[config.mk]
export PLATFORM = sky130hd
export DESIGN_NAME = exec_ctrl
export DESIGN_NICKNAME = d
export VERILOG_FILES = /design/src/rtl/exec_ctrl_pkg.sv /design/src/rtl/exec_ctrl_regfile.sv /design/src/rtl/exec_ctrl.sv
export SDC_FILE = /design/constraint.sdc
export NUM_CORES = 1
export LEC_CHECK = 0
export ABC_AREA = 0
export BUFFER_PORTS_ARGS = -buffer_cell sky130_fd_sc_hd__buf_4
export CAP_MARGIN = 10
export CORE_ASPECT_RATIO = 1.4
export CORE_MARGIN = 2
export CORE_UTILIZATION = 30
export DETAILED_ROUTE_END_ITERATION = 16
export PLACE_DENSITY = 0.45
export SLEW_MARGIN = 20
export SYNTH_ARGS = -nofsm -noshare
export SYNTH_HDL_FRONTEND = slang
export SYNTH_SLANG_ARGS = --single-unit
[constraint.sdc]
create_clock -name clk -period 3.4 [get_ports clk]
set_clock_uncertainty 0.2 [all_clocks]
set_input_delay 0.34 -clock clk [delete_from_list [all_inputs] [get_ports clk]]
set_output_delay 0.34 -clock clk [all_outputs]
set_load 0.005 [all_outputs]
[src/rtl/exec_ctrl_pkg.sv]
// Shared opcodes, ALU selects, FSM states and instruction field positions for exec_ctrl.
package exec_ctrl_pkg;

   localparam logic [2:0] OP_ADD  = 3'b000;
   localparam logic [2:0] OP_LDI  = 3'b001;
   localparam logic [2:0] OP_SUB  = 3'b010;
   localparam logic [2:0] OP_BZ   = 3'b011;
   localparam logic [2:0] OP_AND  = 3'b100;
   localparam logic [2:0] OP_OR   = 3'b101;
   localparam logic [2:0] OP_MOV  = 3'b110;
   localparam logic [2:0] OP_HALT = 3'b111;

   // ALU encoding is the opcode itself for the four ALU operations
   localparam logic [2:0] ALU_ADD = 3'b000;
   localparam logic [2:0] ALU_SUB = 3'b010;
   localparam logic [2:0] ALU_AND = 3'b100;
   localparam logic [2:0] ALU_OR  = 3'b101;

   localparam int IR_OPC_HI = 7;
   localparam int IR_OPC_LO = 5;
   localparam int IR_RD_HI  = 4;
   localparam int IR_RD_LO  = 3;
   localparam int IR_RS_HI  = 2;
   localparam int IR_RS_LO  = 1;

   typedef enum logic [2:0] {
      FETCH,
      DECODE,
      IMM_FETCH,
      EXEC,
      HALT
   } state_t;

   function automatic logic is_alu_op(input logic [2:0] op);
      return (op == OP_ADD) || (op == OP_SUB) || (op == OP_AND) || (op == OP_OR);
   endfunction

endpackage

[src/rtl/exec_ctrl_regfile.sv]
// 4x8 register file: two combinational read ports, one synchronous write port,
// synchronous active-low clear. EXEC_CTRL_DBG_PORT_EN adds a third read port.
module exec_regfile (
   input  logic       clk,
   input  logic       rst_n,
   input  logic       we,
   input  logic [1:0] waddr,
   input  logic [7:0] wdata,
   input  logic [1:0] ra_addr,
   output logic [7:0] ra_data,
   input  logic [1:0] rb_addr,
   output logic [7:0] rb_data
`ifdef EXEC_CTRL_DBG_PORT_EN
   ,
   input  logic [1:0] dbg_addr,
   output logic [7:0] dbg_data
`endif
);

   logic [7:0] regs [4];

   always_ff @(posedge clk) begin
      if (!rst_n) begin
         for (int i = 0; i < 4; i++) begin
            regs[i] <= 8'h00;
         end
      end else if (we) begin
         regs[waddr] <= wdata;
      end
   end

   assign ra_data = regs[ra_addr];
   assign rb_data = regs[rb_addr];

`ifdef EXEC_CTRL_DBG_PORT_EN
   assign dbg_data = regs[dbg_addr];
`endif

endmodule

[src/rtl/exec_ctrl.sv]
// Multi-cycle fetch/decode/execute controller feeding a combinational ALU.
// Optional debug read port of the register file under EXEC_CTRL_DBG_PORT_EN.
//
// state     | meaning
// FETCH     | request opcode byte at pc, wait for imem_ack
// DECODE    | route to IMM_FETCH (LDI/BZ), HALT, or EXEC
// IMM_FETCH | request immediate byte at pc, wait for imem_ack
// EXEC      | write back / branch, pulse retire
// HALT      | idle until reset, no fetches
module exec_ctrl
   import exec_ctrl_pkg::*;
#(
   parameter logic [7:0] RESET_PC = 8'h00
) (
   input  logic       clk,
   input  logic       rst_n,
   output logic       imem_req,
   output logic [7:0] imem_addr,
   input  logic       imem_ack,
   input  logic [7:0] imem_rdata,
   output logic [7:0] alu_a,
   output logic [7:0] alu_b,
   output logic [2:0] alu_ctrl,
   input  logic [7:0] alu_result,
   input  logic       alu_zero,
   output logic       z_flag,
   output logic       retire,
   output logic       halted
`ifdef EXEC_CTRL_DBG_PORT_EN
   ,
   input  logic [1:0] dbg_sel,
   output logic [7:0] dbg_data
`endif
);

   state_t     state;
   logic [7:0] pc;
   logic [7:0] imm;
   // bit 0 of the fetched byte carries no meaning, so only [7:1] is kept
   logic [IR_OPC_HI-IR_RS_LO:0] ir;

   logic [2:0] opcode;
   logic [1:0] rd;
   logic [1:0] rs;
   logic       rf_we;
   logic [7:0] rf_wdata;
   logic [7:0] rd_data;
   logic [7:0] rs_data;

   assign opcode = ir[IR_OPC_HI-IR_RS_LO:IR_OPC_LO-IR_RS_LO];
   assign rd     = ir[IR_RD_HI-IR_RS_LO:IR_RD_LO-IR_RS_LO];
   assign rs     = ir[IR_RS_HI-IR_RS_LO:IR_RS_LO-IR_RS_LO];

   assign imem_req  = rst_n && ((state == FETCH) || (state == IMM_FETCH));
   assign imem_addr = pc;
   assign alu_a     = rd_data;
   assign alu_b     = rs_data;

   always_comb begin
      alu_ctrl = ALU_ADD;
      if ((state == EXEC) && is_alu_op(opcode)) begin
         alu_ctrl = opcode;
      end
   end

   always_comb begin
      rf_we    = 1'b0;
      rf_wdata = alu_result;
      if (state == EXEC) begin
         if (is_alu_op(opcode)) begin
            rf_we    = 1'b1;
            rf_wdata = alu_result;
         end else if (opcode == OP_LDI) begin
            rf_we    = 1'b1;
            rf_wdata = imm;
         end else if (opcode == OP_MOV) begin
            rf_we    = 1'b1;
            rf_wdata = rs_data;
         end
      end
   end

   always_ff @(posedge clk) begin
      if (!rst_n) begin
         state  <= FETCH;
         pc     <= RESET_PC;
         ir     <= '0;
         imm    <= 8'h00;
         z_flag <= 1'b0;
         retire <= 1'b0;
         halted <= 1'b0;
      end else begin
         retire <= 1'b0;
         case (state)
            FETCH: begin
               if (imem_ack) begin
                  ir    <= imem_rdata[IR_OPC_HI:IR_RS_LO];
                  pc    <= pc + 8'd1;
                  state <= DECODE;
               end
            end
            DECODE: begin
               case (opcode)
                  OP_LDI, OP_BZ: state <= IMM_FETCH;
                  OP_HALT: begin
                     state  <= HALT;
                     halted <= 1'b1;
                     retire <= 1'b1;
                  end
                  default: state <= EXEC;
               endcase
            end
            IMM_FETCH: begin
               if (imem_ack) begin
                  imm   <= imem_rdata;
                  pc    <= pc + 8'd1;
                  state <= EXEC;
               end
            end
            EXEC: begin
               retire <= 1'b1;
               state  <= FETCH;
               if (is_alu_op(opcode)) begin
                  z_flag <= alu_zero;
               end
               if ((opcode == OP_BZ) && z_flag) begin
                  pc <= imm;
               end
            end
            HALT: begin
               halted <= 1'b1;
            end
            default: state <= FETCH;
         endcase
      end
   end

   exec_regfile u_rf (
      .clk      (clk),
      .rst_n    (rst_n),
      .we       (rf_we),
      .waddr    (rd),
      .wdata    (rf_wdata),
      .ra_addr  (rd),
      .ra_data  (rd_data),
      .rb_addr  (rs),
      .rb_data  (rs_data)
`ifdef EXEC_CTRL_DBG_PORT_EN
      ,
      .dbg_addr (dbg_sel),
      .dbg_data (dbg_data)
`endif
   );

endmodule

Word-level counts from Yosys, hierarchy flattened
Memories as Yosys holds them, arrays and structs flattened. A register that Yosys moved wholly into a read port is not among the register bits. Index checks and enable logic that the tools add are counted.

Register bits: 29. Memory bits (writable): 32. Bits of input ports: 20. Output and inout port bits: 31. Logic and storage cells: 77. Memories: 1.

$add $sub $neg: 1. Eq/ne operators: 16. Muxes and demuxes: 31. Bitwise logic cells: 1. Reductions and logical operators: 20.

Memories: u_rf.regs (words 4, bits a word 8, read ports 2, clocked after Yosys merged registers in 2, write ports 4, RTL line exec_ctrl_regfile.sv:20) `logic [7:0] regs [4];`.

Operator list (count): $mux W8 (7); $pmux W8 S2 (1); $eq A3 B3 Y1 const B (5); $eq A3 B2 Y1 const B (4); $pmux W3 S4 (1); $mux W1 (11); $mux W2 (5); $mux W3 (3); $add A8 B1 Y8 const B (1); $reduce_and A2 Y1 (4); $reduce_or A8 Y1 (1); $eq A3 B1 Y1 const B (2); $logic_not A3 Y1 (2); $ne A2 B2 Y1 const B (3); $pmux W3 S2 (1); $reduce_and A3 Y1 (2); $logic_or A1 B1 Y1 (4); $ne A2 B1 Y1 const B (2); $pmux W1 S2 (2); $reduce_bool A2 Y1 (2); $reduce_or A2 Y1 (2); $logic_and A1 B1 Y1 (3); $not A1 Y1 (1).

Depth between registers and ports, before layout
Gate-level depths: netlist of the first run.

Depth after elaboration: 11. Mapped depth: 7. Mapped depth without buffers: 5.

Cells and area by module
A second synthesis of the first run with hierarchy kept.

Cell total of the unflattened synthesis: 284. Area, all modules: 3234.4 sq um.

Modules (own cells, without submodules): exec_regfile (instances 1, cells an instance 97, area each 1634.1 sq um, sequential area each 960.9 sq um); exec_ctrl (instances 1, cells an instance 187, area each 1600.3 sq um, sequential area each 580.6 sq um).

Worst setup path before layout of the first run
Ideal clock, no wire load.

Kind: reg2reg. Start: reg state[1]. End: mem u_rf.regs[1][0], enable pin. Setup time: 329 ps. Arrival time: 1755 ps. Data required time: 2871 ps. Slack: 1116 ps. Cell stages (with the launch flop): 8. Buffers on the path: 3. Clock period less this slack: 2284 ps. Cells stage by stage: dfxtp_1 > buf_2 > nand2_1 > or3b_1 > buf_2 > or3b_1 > buf_2 > nand2_1.

RTL lines: from (decl) (RTL line exec_ctrl.sv:36) `state_t state;`; from (signal assigned) (RTL line exec_ctrl.sv:85) `state <= FETCH;`; from (signal assigned) (RTL line exec_ctrl.sv:99) `state <= DECODE;`; from (signal assigned) (RTL line exec_ctrl.sv:104) `OP_LDI, OP_BZ: state <= IMM_FETCH;`; to (decl) (RTL line exec_ctrl_regfile.sv:20).

==> results.toml, run 1 <==
[timing]
finalHoldViolations = 0
finalCritPeriodShare_pct = 83.2
grt_setup_unrepaired = "false"
worst-slew-pin-transition_ns = 0.609
max_freq_ghz = 0.353
setup_viol = 0
max-slew-margin-rel_pct = 59.4
final-max-slew-violation-count = 0
timing.setup.tns_ns = 0
finalCriticalPeriod_ns = 2.83
whs_ns = 0.0634

[cts]
tritoncts.num_buffers = 9
cts.reportedPaths.clkPinSlew_ns = 0.05
htree_levels = 3
post_cts_resize_count = 0
clockBufferDepth = 2
numClockSinks = 65
postCtsSetupRepairBufs = 0
cts.hold.buffers_added = 0
cts_tree = "built"
worst_skew_pair.late_latency_ns = 0.33
cts_root_buffer = "sky130_fd_sc_hd__clkbuf_16"

[power_and_ir_drop]
power-per-cell-area_nw_per_um2 = 495
power.static_leakage_nw = 1.45
vdd_ir_drop_max_v = 0.000210

[global_route]
global_route_wire_length_before_repair_um = 14100
initial_antenna_violation_count = 0
grtUsageTotal_pct = 16.5
gr-total-overflow = 0
maximum_number_of_pins_on_one_net_before_global_route_repair = 34
number_of_global_route_vias_before_repair = 2442

[worst_setup_path]
r2r_start = "state[0]$_SDFFE_PN0P_"
setup.reg_to_reg.worst_slack_ns = 0.57
path_class = "reg -> reg"
cp_max_fo = 11
arrival_time_worst_endpoint_ns = 2.60
worst_setup_path_start_kind = "flip-flop"
reg2reg_depth = 4
timing.critical_path.to = "u_rf.regs[1][6]$_SDFFCE_PN0P_"
critical_path_slowest_stage_cell = "sky130_fd_sc_hd__or3b_1"
cp.required_ns = 3.17
crit_chain = "nand2_1, or3b_1, or3b_1, nand2_1"
cp-end-kind = "flip-flop"
worstSetupStartpoint = "state[0]$_SDFFE_PN0P_"
critPathMaxStageDelay_ns = 0.64
crit-reg2reg-capture = "u_rf.regs[1][6]$_SDFFCE_PN0P_"

[die]
core-area_um2 = 10300
boundaryPins = 51
initial_core_util_pct = 30.7
std_cell_rows = 44
die-area_um2 = 11400
die_y_um = 126
floorplan.die.width_um = 91.0

[logic_synthesis]
ys_warn_count = 0
synth_area_leaders = "sky130_fd_sc_hd__edfxtp_1, sky130_fd_sc_hd__dfxtp_1, sky130_fd_sc_hd__mux4_2"
syn_inst = 278
avgSynthCellArea_um2 = 11.4
primary_flip_flop_cell_chosen_by_synthesis_mapping = "sky130_fd_sc_hd__dfxtp_1"
synth_top_area_share_pct = 30.3
synth_area_um2 = 3180
post_synth_num_cell_types = 43
ys_ff_latch = 65
synth_async_sr_flop_share_pct = 0
seq_area_frac_synth_pct = 51.1
synth_edf_count = 32
synth_nets = 299
synth_top_cell_by_area = "sky130_fd_sc_hd__edfxtp_1"

[layout]
n_antenna_cell = 0
finalNonFillerCells = 465
area_growth_syn_to_layout_pct = 23.5
post_route_cells_drive_above_1_share_pct = 27.5
final_net_count = 343

[detailed_routing]
drtIter0Drc = 120
vias_per_cell = 4.99
drt-total-wl_um = 8810
drtPass1Iterations = 4
detailroute.via_count = 2321
route.detailed.drc = 0
route.detailed.wl_per_inst_um = 19.0
drtAntennaViolNets = 0

[status]
status = "finished, final reports clean"

[placed_design]
port-buffer-count = 50
placed_cells = 449
finalWeightedCongestion = 0.782
dpl.hpwl_um = 6520

[worst_hold_path]
worst_hold_path.num_cells = 3
min_path_type = "in -> reg"
worstHoldStart = "imem_ack"

[job]
drv_cap = 0
worst min-delay path by stage:
stage / to
2_1_floorplan: halted$_SDFFE_PN0P_
3_3_place_gp: halted$_SDFFE_PN0P_
3_5_place_dp: halted$_SDFFE_PN0P_
4_1_cts: state[0]$_SDFFE_PN0P_
5_1_grt: state[0]$_SDFFE_PN0P_
6_report: state[0]$_SDFFE_PN0P_
power by group:
part	total [mW]	internal, mW	switching (mW)
registers	0.901	0.857	0.0443
clock network	0.829	0.513	0.315
logic	0.213	0.114	0.0996
sequential cells by signal, summed over array words and instances, names as in the netlist, named ones only:
register and flops:
retire 1, imm 8, halted 1, ir 7, imem_addr 8, u_rf.regs 32, state 3, z_flag 1
routing by layer:
metal / GRT usage [%] / part of all wire (%) / vias to the layer above
met4: 5.79 / 1.0 / 0
met1: 19.0 / 42 / 1138
met2: 29.6 / 54 / 58
met5: 0 / 0 / -
met3: 4.19 / 3.5 / 4
li1: - / - / 1121
synthesized netlist by cell type (2+ instances only):
cell type / instances
sky130_fd_sc_hd__nor2_1: 39
sky130_fd_sc_hd__dfxtp_1: 33
sky130_fd_sc_hd__edfxtp_1: 32
sky130_fd_sc_hd__mux2i_1: 18
sky130_fd_sc_hd__mux4_2: 16
sky130_fd_sc_hd__nor2b_1: 16
sky130_fd_sc_hd__nand2_1: 13
sky130_fd_sc_hd__o21ai_0: 10
sky130_fd_sc_hd__a21oi_1: 9
sky130_fd_sc_hd__buf_2: 9
sky130_fd_sc_hd__clkbuf_1: 9
sky130_fd_sc_hd__or3_1: 9
sky130_fd_sc_hd__o221ai_1: 7
sky130_fd_sc_hd__nand3_1: 5
sky130_fd_sc_hd__and2_1: 4
sky130_fd_sc_hd__and3_1: 3
sky130_fd_sc_hd__and3b_1: 3
sky130_fd_sc_hd__inv_1: 3
sky130_fd_sc_hd__nor3_1: 3
sky130_fd_sc_hd__or3b_1: 3
sky130_fd_sc_hd__a31oi_1: 2
sky130_fd_sc_hd__buf_1: 2
sky130_fd_sc_hd__nand2b_1: 2
sky130_fd_sc_hd__nand3b_1: 2
sky130_fd_sc_hd__nand4_1: 2
sky130_fd_sc_hd__nor2_4: 2
sky130_fd_sc_hd__nor3b_1: 2
sky130_fd_sc_hd__o211a_1: 2
sky130_fd_sc_hd__o211ai_1: 2
sky130_fd_sc_hd__o41ai_1: 2
sky130_fd_sc_hd__or3b_2: 2
critical path: cells and delay by family (launching register included):
| family | cells | cell delay [ns] |
|---|---|---|
| flops | 1 | 0.50 |
| simple gates | 4 | 1.77 |
stage by stage:
| step | power [mW] | utilization [%] | area [um^2] | setup slack, ns |
|---|---|---|---|---|
| 5_1_grt | 2.03 | 37.9 | 3920 | 0.398 |
| 2_1_floorplan | 1.03 | - | 3180 | 1.12 |
| 6_report | 1.94 | 37.9 | 3920 | 0.570 |
| 3_5_place_dp | 1.13 | 35.4 | 3660 | 0.604 |
| 4_1_cts | 1.97 | 37.9 | 3920 | 0.595 |
| 3_3_place_gp | 1.13 | 35.4 | 3660 | 0.577 |
area by class of cell:
class / instances / area (um^2)
clock inverters: 1 / 5.00
well taps: 138 / 173
multi-input cells: 189 / 1450
fillers: 1065 / 6430
inverters: 3 / 11.3
flip-flops and latches: 65 / 1620
repair buffers: 54 / 405
clock buffers: 15 / 258
kinds of logic after synthesis:
family                   Yosys count  synth area share [%]
AO/OA/AOI/OAI                     39                  8.55
adder cells (fa/ha/maj)            1                 0.394
buffers and inverters             24                  3.31
flip-flops                        65                  51.1
multiplexers                      34                  17.0
AND/OR/NAND/NOR                  115                  19.7
cell usage in the layout, fill, tap and decap left out, types with 3 or more instances in the layout:
cell and instances:
sky130_fd_sc_hd__o21ai_0 10, sky130_fd_sc_hd__or3b_1 3, sky130_fd_sc_hd__nor2b_1 16, sky130_fd_sc_hd__mux2i_1 18, sky130_fd_sc_hd__nor3_1 3, sky130_fd_sc_hd__edfxtp_1 32
sky130_fd_sc_hd__or3_1 9, sky130_fd_sc_hd__and3_1 3, sky130_fd_sc_hd__nor2_1 39, sky130_fd_sc_hd__mux4_2 16, sky130_fd_sc_hd__and3b_1 3, sky130_fd_sc_hd__a21oi_1 9
sky130_fd_sc_hd__and2_1 4, sky130_fd_sc_hd__clkbuf_16 9, sky130_fd_sc_hd__nand3_1 5, sky130_fd_sc_hd__o221ai_1 7, sky130_fd_sc_hd__buf_4 54, sky130_fd_sc_hd__inv_1 3
sky130_fd_sc_hd__dfxtp_1 33, sky130_fd_sc_hd__nand2_1 13, sky130_fd_sc_hd__clkbuf_1 5
Power figures use the tool's default switching activity.
==> run 2: changes to the inputs <==
--- a/config.mk
+++ b/config.mk
@@ -5,14 +5,14 @@
 export SDC_FILE = /design/constraint.sdc
 export NUM_CORES = 1
 export LEC_CHECK = 0
-export ABC_AREA = 0
+export ABC_AREA = 1
 export BUFFER_PORTS_ARGS = -buffer_cell sky130_fd_sc_hd__buf_4
 export CAP_MARGIN = 10
 export CORE_ASPECT_RATIO = 1.4
 export CORE_MARGIN = 2
 export CORE_UTILIZATION = 30
 export DETAILED_ROUTE_END_ITERATION = 16
-export PLACE_DENSITY = 0.45
+export PLACE_DENSITY = 0.46
 export SLEW_MARGIN = 20
 export SYNTH_ARGS = -nofsm -noshare
 export SYNTH_HDL_FRONTEND = slang
==> constraint.sdc (replaced) <==
create_clock -name clk -period 2.25 [get_ports clk]
set_clock_uncertainty 0.2 [all_clocks]
set_input_delay 0.225 -clock clk [delete_from_list [all_inputs] [get_ports clk]]
set_output_delay 0.225 -clock clk [all_outputs]
set_load 0.005 [all_outputs]
==> run 2 against run 1 <==
Net effect: total power rose by 79%; first-iteration DRC count rose by 45%; die area rose by 5.6%; critical path type is now reg -> out.
==> results.toml, run 2 <==
[timing]
timing.setup.tns_ns = 0
grt_setup_unrepaired = "false"
max-slew-margin-rel_pct = 64.9
finalCritPeriodShare_pct = 87.9
max_freq_ghz = 0.505
final-max-slew-violation-count = 0
setup_viol = 0
finalCriticalPeriod_ns = 1.98
worst-slew-pin-transition_ns = 0.525
finalHoldViolations = 0

[worst_setup_path]
arrival_time_worst_endpoint_ns = 1.55
critical_path_slowest_stage_cell = "sky130_fd_sc_hd__dfxtp_1"
cp.buffers_inverters = 2
cp-end-kind = "output port"
worst_setup_path_start_kind = "flip-flop"
crit_chain = "inv_1, a21oi_1, o21ai_0, o21ai_0, buf_4"
cp_max_fo = 10
crit_path_frequent_cell = "sky130_fd_sc_hd__o21ai_0"
cp.required_ns = 1.82
critPathMaxStageDelay_ns = 0.47
critical-path-top-delay-family = "flip-flops"
path_class = "reg -> out"

[global_route]
gr-total-overflow = 0
initial_antenna_violation_count = 0
maximum_number_of_pins_on_one_net_before_global_route_repair = 25
grtUsageTotal_pct = 17.4
number_of_global_route_vias_before_repair = 3163
global_route_wire_length_before_repair_um = 16000

[detailed_routing]
drtAntennaViolNets = 0
route.detailed.wl_per_inst_um = 14.6
detailroute.via_count = 3095
route.detailed.drc = 0
drtIter0Drc = 174
top_layer_used = "met4"
met2_wirelength_um = 4930
routed-wl-met3_um = 379
vias_per_cell = 4.65
drtPass1Iterations = 4
wl_met1_um = 4080
drt-total-wl_um = 9730

[die]
die-area_um2 = 12100
core-area_um2 = 10900
std_cell_rows = 45
initial_core_util_pct = 30.9
die_y_um = 129
floorplan.die.width_um = 93.4
boundaryPins = 51

[cts]
worst_skew_pair.late_latency_ns = 0.33
cts_tree = "built"
numClockSinks = 65
cts_root_buffer = "sky130_fd_sc_hd__clkbuf_16"
cts.reportedPaths.clkPinSlew_ns = 0.06
post_cts_resize_count = 0
tritoncts.num_buffers = 9
htree_levels = 3
postCtsSetupRepairBufs = 0
clockBufferDepth = 2

[status]
status = "finished, final reports clean"

[logic_synthesis]
synth_area_leaders = "sky130_fd_sc_hd__edfxtp_1, sky130_fd_sc_hd__dfxtp_1, sky130_fd_sc_hd__nand2_1"
synth_nets = 477
primary_flip_flop_cell_chosen_by_synthesis_mapping = "sky130_fd_sc_hd__dfxtp_1"
synth_top_cell_by_area = "sky130_fd_sc_hd__edfxtp_1"
syn_inst = 456
avgSynthCellArea_um2 = 7.37
synth_edf_count = 32
ys_warn_count = 0
synth_most_common_cell = "sky130_fd_sc_hd__nand2_1"
synth_top_area_share_pct = 28.6
ys_ff_latch = 65
synth_async_sr_flop_share_pct = 0
seq_area_frac_synth_pct = 48.3
post_synth_num_cell_types = 28
synth_area_um2 = 3360
synth_common_cells = "sky130_fd_sc_hd__nand2_1, sky130_fd_sc_hd__nor2_1, sky130_fd_sc_hd__inv_1"

[layout]
multiInputGateArea_um2 = 1460
n_antenna_cell = 0
largest_register_ffs = 32
register_with_the_most_flip_flops = "u_rf.regs"
post_route_cells_drive_above_1_share_pct = 17.2
area_growth_syn_to_layout_pct = 26.1
nFillCells = 1154
storage_cell_area_um2 = 1620
layout.cells.most_common_list = "sky130_fd_sc_hd__nand2_1, sky130_fd_sc_hd__nor2_1, sky130_fd_sc_hd__buf_4, sky130_fd_sc_hd__inv_1, sky130_fd_sc_hd__o21ai_0"
final_common_cell = "sky130_fd_sc_hd__nand2_1"
final_net_count = 540

[job]
drv_cap = 0

[placed_design]
port-buffer-count = 50
dpl.hpwl_um = 7620
finalWeightedCongestion = 0.825

[worst_hold_path]
min_path_type = "in -> reg"

[power_and_ir_drop]
power-per-cell-area_nw_per_um2 = 819
post-layout-total-power_mw = 3.47
power.static_leakage_nw = 1.85
vdd_ir_drop_max_v = 0.000457
==> run 2: cell types whose count changed in the layout (fill, tap and decap cells not counted), sizes merged, moves of 16 or more <==
cell,delta
a21oi,+16
inv,+49
mux2i,-18
mux4,-16
nand2,+109
nand3,+23
nor2,+43
nor2b,-16
o21ai,+37
==> run 2: metal layers <==
layer / vias up / GRT usage (%)
met5: - / 0
met4: 0 / 9.26
met3: 21 / 3.26
met2: 74 / 31.5
met1: 1392 / 19.1
li1: 1608 / -
==> run 2: timing repair <==
item,4_1_cts,5_1_grt
hold buffers,6,0
setup endpoints to repair,0,0
endpoints found under the hold margin,7,0
==> run 2: through the flow <==
step	instance area (um^2)	util (%)	cells	hold WS [ns]	worst slack [ns]
5_1_grt	4240	39.0	665	0.0279	0.137
6_report	4240	39.0	665	0.0174	0.271
3_3_place_gp	3910	36.0	643	0.241	0.412
4_1_cts	4240	39.0	665	0.00886	0.218
2_1_floorplan	3360	-	456	0.154	0.457
3_5_place_dp	3910	36.0	643	0.251	0.354
==> run 2: cell families (layout without fill, tap and decap cells) <==
kind of cell,after synthesis,in the layout,share of synthesized area [%]
adders and majority gates,1,1,0.372
buffers and inverters,67,135,8.16
DFF,65,65,48.3
AOI/OAI and AO/OA,81,81,12.6
and+or+nand+nor,242,242,30.6
==> run 2: area by class of cell <==
class                           count  share of cell area (%)
Clock inverter                      6                   0.827
Inverter                           53                    4.73
Clock buffer                       10                    5.40
Tap cell                          141                    4.16
Timing Repair Buffer               66                    12.0
Multi-Input combinational cell    324                    34.6
Sequential cell                    65                    38.3
==> run 2: final timing paths <==
path / from / to / slack [ns] / cells past startpoint
max: flip-flop / alu_a[1] / 0.27 / 5
min: imem_rdata[2] / imm[2]$_SDFFE_PN0P_ / 0.02 / 3
max reg2reg: ir[6]$_SDFFE_PN0N_ / u_rf.regs[1][7]$_SDFFCE_PN0P_ / 0.37 / 8
min reg2reg: ir[0]$_SDFFE_PN0N_ / ir[0]$_SDFFE_PN0N_ / 0.26 / 2
==> run 2: power breakdown <==
group,switching [mW],total (mW),internal (mW)
Sequential,0.0823,1.42,1.34
Clock,0.505,1.24,0.736
Combinational,0.489,0.808,0.319
==> run 2: worst reg2reg max path: stages, from the launching register on <==
cell	delay, ns
sky130_fd_sc_hd__dfxtp_1	0.31
sky130_fd_sc_hd__inv_1	0.14
sky130_fd_sc_hd__nand2_1	0.11
sky130_fd_sc_hd__nor2_1	0.30
sky130_fd_sc_hd__inv_1	0.14
sky130_fd_sc_hd__o21ai_0	0.16
sky130_fd_sc_hd__nand2_1	0.06
sky130_fd_sc_hd__nand2_1	0.14
sky130_fd_sc_hd__nor2_1	0.06
